**src/rtl/add_result_stage.sv**
```systemverilog
// add_result_stage: capture stage behind the carry-select adder.
// Each accepted beat stores the adder result {cout, sum} in a small circular FIFO toward the
// consumer.
// Optional result checking is compiled in with `define ADD_RESULT_CHECK_EN.
// When it is enabled, the stage compares the adder result against a behavioural sum, tags each
// entry with a mismatch bit and keeps a saturating mismatch count.
// When it is disabled, o_mismatch and o_err_cnt are tied to zero.
module add_result_stage #(
  parameter int unsigned WIDTH = 7,
  parameter int unsigned DEPTH = 4
) (
  input  logic                     i_clk,
  input  logic                     i_rst_n,
  input  logic                     i_valid,
  output logic                     o_ready,
  input  logic [WIDTH-1:0]         i_add_term1,
  input  logic [WIDTH-1:0]         i_add_term2,
  input  logic [WIDTH-1:0]         i_sum,
  input  logic                     i_cout,
  output logic                     o_valid,
  input  logic                     i_ready,
  output logic [WIDTH-1:0]         o_sum,
  output logic                     o_cout,
  output logic                     o_mismatch,
  output logic [7:0]               o_err_cnt,
  output logic [$clog2(DEPTH):0]   o_count
);

  localparam int unsigned AW = $clog2(DEPTH);
  localparam int unsigned CW = AW + 1;

  logic [AW-1:0]    wr_ptr_q, wr_ptr_d;
  logic [AW-1:0]    rd_ptr_q, rd_ptr_d;
  logic [CW-1:0]    count_q, count_d;
  logic [WIDTH-1:0] sum_mem  [DEPTH];
  logic             cout_mem [DEPTH];
  logic             push, pop;

  // Ready depends only on registered occupancy, so a pop never frees a slot in the same cycle.
  assign o_ready = (count_q != CW'(DEPTH));
  assign o_valid = (count_q != '0);
  assign o_count = count_q;
  assign push    = i_valid && o_ready;
  assign pop     = o_valid && i_ready;

  // Next-state for the pointers and occupancy; pointers wrap naturally since DEPTH is 2^AW.
  always_comb begin
    wr_ptr_d = wr_ptr_q;
    rd_ptr_d = rd_ptr_q;
    count_d  = count_q;
    if (push) wr_ptr_d = wr_ptr_q + AW'(1);
    if (pop)  rd_ptr_d = rd_ptr_q + AW'(1);
    unique case ({push, pop})
      2'b10:   count_d = count_q + CW'(1);
      2'b01:   count_d = count_q - CW'(1);
      default: count_d = count_q;
    endcase
  end

  // Pointer and occupancy registers; reset discards any buffered entries.
  always_ff @(posedge i_clk or negedge i_rst_n) begin
    if (!i_rst_n) begin
      wr_ptr_q <= '0;
      rd_ptr_q <= '0;
      count_q  <= '0;
    end else begin
      wr_ptr_q <= wr_ptr_d;
      rd_ptr_q <= rd_ptr_d;
      count_q  <= count_d;
    end
  end

  // Entry storage needs no reset: the outputs are masked whenever the FIFO is empty.
  always_ff @(posedge i_clk) begin
    if (push) begin
      sum_mem[wr_ptr_q]  <= i_sum;
      cout_mem[wr_ptr_q] <= i_cout;
    end
  end

  // Head entry, forced to zero when nothing is buffered.
  always_comb begin
    o_sum  = '0;
    o_cout = 1'b0;
    if (o_valid) begin
      o_sum  = sum_mem[rd_ptr_q];
      o_cout = cout_mem[rd_ptr_q];
    end
  end

`ifdef ADD_RESULT_CHECK_EN
  logic [WIDTH:0] ref_sum;
  logic           beat_mismatch;
  logic           mis_mem [DEPTH];
  logic [7:0]     err_cnt_q, err_cnt_d;

  assign ref_sum       = {1'b0, i_add_term1} + {1'b0, i_add_term2};
  assign beat_mismatch = ({i_cout, i_sum} != ref_sum);

  // Per-entry mismatch tag travels alongside the stored result.
  always_ff @(posedge i_clk) begin
    if (push) mis_mem[wr_ptr_q] <= beat_mismatch;
  end

  // Saturating mismatch count; only pushed beats are counted.
  always_comb begin
    err_cnt_d = err_cnt_q;
    if (push && beat_mismatch && (err_cnt_q != 8'hFF)) err_cnt_d = err_cnt_q + 8'd1;
  end

  // Mismatch counter register, cleared only by reset.
  always_ff @(posedge i_clk or negedge i_rst_n) begin
    if (!i_rst_n) err_cnt_q <= '0;
    else          err_cnt_q <= err_cnt_d;
  end

  assign o_mismatch = o_valid & mis_mem[rd_ptr_q];
  assign o_err_cnt  = err_cnt_q;
`else
  // Operands are only consumed by the checker.
  logic unused_check;
  assign unused_check = ^{i_add_term1, i_add_term2};
  assign o_mismatch   = 1'b0;
  assign o_err_cnt    = '0;
`endif

endmodule

```
**config.mk**
```make
export PLATFORM = sky130hd
export DESIGN_NAME = add_result_stage
export DESIGN_NICKNAME = d
export VERILOG_FILES = /design/src/rtl/add_result_stage.sv
export SDC_FILE = /design/constraint.sdc
export NUM_CORES = 1
export LEC_CHECK = 0
export ABC_AREA = 0
export CAP_MARGIN = 20
export CELL_PAD_IN_SITES_DETAIL_PLACEMENT = 1
export CELL_PAD_IN_SITES_GLOBAL_PLACEMENT = 2
export CORE_MARGIN = 8
export CORE_UTILIZATION = 29
export CTS_CLUSTER_SIZE = 8
export DETAILED_ROUTE_END_ITERATION = 10
export GPL_TIMING_DRIVEN = 0
export HOLD_SLACK_MARGIN = 0.02
export PLACE_DENSITY = 0.79
export SLEW_MARGIN = 20
export SYNTH_ARGS = -nofsm -noshare
export SYNTH_HDL_FRONTEND = slang
export SYNTH_SLANG_ARGS = --single-unit
```
**constraint.sdc**
```tcl
create_clock -name i_clk -period 2 [get_ports i_clk]
set_clock_uncertainty 0.05 [all_clocks]
set_input_delay 0.6 -clock i_clk [delete_from_list [all_inputs] [get_ports i_clk]]
set_output_delay 0.6 -clock i_clk [all_outputs]
set_load 0.02 [all_outputs]
```
==> impl_metrics.sql <==
INSERT INTO impl_metrics (metric_group, metric, value, unit) VALUES
('outcome', 'run_status', 'finished with violations', ''),
('outcome', 'violations', 'negative setup slack', ''),
('clock_network', 'insertion_delay', '0.28', 'ns'),
('worst_hold_path', 'timing.hold.worst_path_depth', '2', ''),
('worst_setup_path', 'worstPathCellList', 'buf_8 > mux4_2 > and2_4 > buf_6', ''),
('synthesis', 'yosys_warning_total', '0', ''),
('worst_setup_path', 'crit_path_end_kind', 'output port', ''),
('final_layout', 'layout.cells.non_filler', '228', ''),
('floorplan', 'floorplan.io_pins', '48', ''),
('pwr', 'ir_worst_vdd', '0.819', 'mV'),
('timing', 'fin_crit_sh', '1.12', ''),
('final_layout', 'final_cell_area', '2360', 'um^2'),
('timing', 'setup_viol', '12', ''),
('final_layout', 'n_antenna_cell', '0', ''),
('synthesis', 'ys_ff_latch', '39', ''),
('pwr', 'leakagePower', '0.000946', 'uW'),
('timing', 'timing.final.crit_period', '2.25', 'ns'),
('grt', 'first_global_vias', '1069', ''),
('timing', 'slew_violations', '0', ''),
('worst_setup_path', 'reg2reg_setup_slack', '-0.13', 'ns'),
('timing', 'final_hold_slack', '0.521', 'ns'),
('final_layout', 'final_core_utilization', '0.405', ''),
('route', 'firstDrtPassIters', '2', ''),
('route', 'vias_per_cell', '4.18', ''),
('route', 'drcViolationCount', '0', ''),
('floorplan', 'overall_die_area', '8600', 'um^2'),
('floorplan', 'placeableCoreArea', '5820', 'um^2'),
('worst_hold_path', 'min-delay-start', 'o_count[2]', ''),
('timing', 'fmaxAchievable', '0.445', 'GHz'),
('route', 'num_vias', '953', ''),
('clock_network', 'ctsRootBufferMaster', 'sky130_fd_sc_hd__clkbuf_8', ''),
('floorplan', 'start_util', '0.293', ''),
('grt', 'grt_antenna_before_repair', '0', ''),
('synthesis', 'synth.yosys.seq_area_share', '0.666', ''),
('worst_setup_path', 'reg2regPathDepth', '10', ''),
('synthesis', 'syn-cell-area', '1710', 'um^2'),
('clock_network', 'postCtsHoldBufs', '0', ''),
('worst_hold_path', 'timing.hold.worst_endpoint', 'o_count[2]', ''),
('place', 'globalplace.congestion', '0.739', ''),
('grt', 'grt.overflow.total', '0', ''),
('synthesis', 'synth.avg_cell_area', '17.4', 'um^2'),
('worst_setup_path', 'criticalPathCategory', 'reg -> out', ''),
('clock_network', 'cts_sinks', '39', ''),
('worst_setup_path', 'timing.rr.start', 'o_count[1]', ''),
('clock_network', 'number_of_h_tree_levels', '2', ''),
('worst_setup_path', 'worst_path_required_time', '1.35', 'ns'),
('grt', 'global_route_wire_length_before_repair', '5.55', 'mm'),
('place', 'place.detailed.instances', '205', ''),
('clock_network', 'number_of_clock_buffers_inserted_by_tritoncts', '5', ''),
('clock_network', 'reg_clk_slew_reported_paths', '0.07', 'ns'),
('clock_network', 'clock_tree.buffer_depth', '2', ''),
('clock_network', 'tritoncts_clock_tree', 'done', ''),
('worst_setup_path', 'crit_path_start_kind', 'register', ''),
('worst_setup_path', 'crit_slowest_cell', 'sky130_fd_sc_hd__mux4_2', ''),
('worst_setup_path', 'critical_path_arrival', '1.60', 'ns'),
('worst_hold_path', 'timing.hold.worst.class', 'reg -> reg', ''),
('route', 'antenna_violating_nets_post_route', '0', ''),
('worst_setup_path', 'reg2reg_to', 'o_count[2]', ''),
('route', 'wirelength', '3.55', 'mm'),
('timing', 'report.final.hold_viol_count', '0', ''),
('final_layout', 'num-nets-final', '184', ''),
('synthesis', 'syn_inst', '98', ''),
('job', 'max_cap_violations', '0', ''),
('floorplan', 'fp.dieW', '92.7', 'um'),
('floorplan', 'std_cell_rows', '28', ''),
('timing', 'post-route-worst-setup-slack', '-0.249', 'ns'),
('floorplan', 'dieHeight', '92.7', 'um'),
('timing', 'total_neg_setup_slack', '-2.13', 'ns'),
('final_layout', 'layout-area-overhead-vs-synth', '38.1', '%'),
('place', 'place.detailed.hpwl', '2.44', 'mm'),
('timing', 'setup_repair_after_global_routing_missed_its_margin', 'yes', ''),
('route', 'wl_per_cell', '15.6', 'um'),
('place', 'detailed_place.area', '2090', 'um^2'),
('grt', 'grt_util_all_layers', '0.0857', ''),
('synthesis', 'synth_cell_type_count', '21', ''),
('worst_setup_path', 'worst_path_largest_cell_delay', '0.51', 'ns'),
('route', 'drt_iter0_drcs', '28', ''),
('pwr', 'power_density', '1540', 'nW/um^2'),
('place', 'place.port_buffers', '24', ''),
('final_layout', 'fraction_of_layout_cells_with_a_size_suffix_above_1', '0.497', ''),
('worst_setup_path', 'peak_fanout_along_the_critical_path', '5', ''),
('grt', 'grt_start_max_net_pins', '13', '');
==> through the flow <==
step                power (uW)  setup WS [ns]
global route              3830         -0.310
floorplan                 2150         -0.170
CTS                       3660         -0.312
finish                    3620         -0.249
global placement          2670         -0.529
detailed placement        2740         -0.595
==> layout by cell type (no fill, tap or decap), drive strengths merged <==
| cell | synthesis | layout |
|---|---|---|
| buf | 11 | 37 |
| edfxtp | 32 | 32 |
| clkdlybuf4s50 | 0 | 11 |
| and2 | 10 | 10 |
| conb | 1 | 9 |
| mux4 | 8 | 8 |
| clkbuf | 1 | 7 |
| dfrtp | 7 | 7 |
| inv | 6 | 6 |
| ha | 5 | 5 |
| and3 | 4 | 4 |
| xnor2 | 3 | 3 |
| xor2 | 3 | 3 |
| or3 | 1 | 1 |
| or3b | 1 | 1 |
| mux2 | 1 | 1 |
| nand3 | 1 | 1 |
| nor2 | 1 | 1 |
| mux2i | 1 | 1 |
| fa | 1 | 1 |
| clkinvlp | 0 | 1 |
| clkinv | 0 | 1 |
| dlygate4sd2 | 0 | 1 |
| dlymetal6s2s | 0 | 1 |
==> power breakdown <==
part / total (uW) / switching, uW / internal [uW]
logic: 1890 / 812 / 1080
clock network: 498 / 255 / 243
registers: 1230 / 126 / 1110
total: 3620 / 1190 / 2430
==> cell usage after synthesis (all sizes together) <==
cell | count | share of area
conb | 1 | 0.0022
fa | 1 | 0.012
edfxtp | 32 | 0.56
dfrtp | 7 | 0.10
mux2i | 1 | 0.0059
and2 | 10 | 0.038
nand3 | 1 | 0.0029
inv | 6 | 0.013
xnor2 | 3 | 0.015
clkbuf | 1 | 0.0022
and3 | 4 | 0.018
xor2 | 3 | 0.015
ha | 5 | 0.037
nor2 | 1 | 0.0022
or3b | 1 | 0.0066
mux2 | 1 | 0.0088
buf | 11 | 0.045
or3 | 1 | 0.0044
mux4 | 8 | 0.11
==> layer usage <==
layer  track usage  part of all wire  up-vias
met4        0.0362             0.024        0
met5             0                 0        -
li1              -                 -      440
met3        0.0299             0.062        5
met2         0.151              0.51       31
met1        0.0911              0.41      477
==> timing repair <==
| action | 4_1_cts | 5_1_grt |
|---|---|---|
| cloned | 2 | 0 |
| endpoints found under the setup margin | 12 | 12 |
| setup buffers | 9 | 6 |
| pin swaps | 11 | 1 |
| resized for setup | 81 | 7 |
==> area by class of cell <==
cell class	instances	area [um^2]
clock buffer	6	72.6
buffer	11	93.8
clock inverter	2	12.5
timing repair buffer	40	384
sequential	39	1140
fill	616	3460
inverter	6	25.0
multi-input combinational	49	536
tap	75	93.8
==> flip-flops by register name (all words and copies together), names as in the netlist <==
signal,flops
rd_ptr_q,2
wr_ptr_q,2
cout_mem,4
o_count,3
sum_mem,28
==> cell families (layout without fill, tap and decap cells) <==
kind of cell | count (synthesis) | count (layout) | synth area share
simple gates | 18 | 18 | 0.0718
buf+inv | 18 | 65 | 0.0608
fa+ha+maj | 6 | 6 | 0.0484
xor+xnor | 6 | 6 | 0.0308
other cells | 1 | 9 | 0.00220
flops | 39 | 39 | 0.666
mux | 10 | 10 | 0.120
==> critical path, delay by kind of cell, from the launching register on <==
| family | cells | cell delay [ns] |
|---|---|---|
| muxes | 1 | 0.51 |
| buffers and inverters | 2 | 0.25 |
| and+or+nand+nor | 1 | 0.16 |
| DFF | 1 | 0.40 |
==> worst max-delay path by stage <==
stage          slack, ns         from  cells after the start         end
6_report           -0.25  rd_ptr_q[0]                      4      o_cout
5_1_grt            -0.31  rd_ptr_q[0]                      4      o_cout
4_1_cts            -0.31  rd_ptr_q[0]                      5    o_sum[5]
3_5_place_dp       -0.59  rd_ptr_q[0]                      4      o_cout
3_3_place_gp       -0.53  rd_ptr_q[0]                      4      o_cout
2_1_floorplan      -0.17   o_count[0]                      9  o_count[2]
Note: power is estimated with default switching activity, not from simulation.
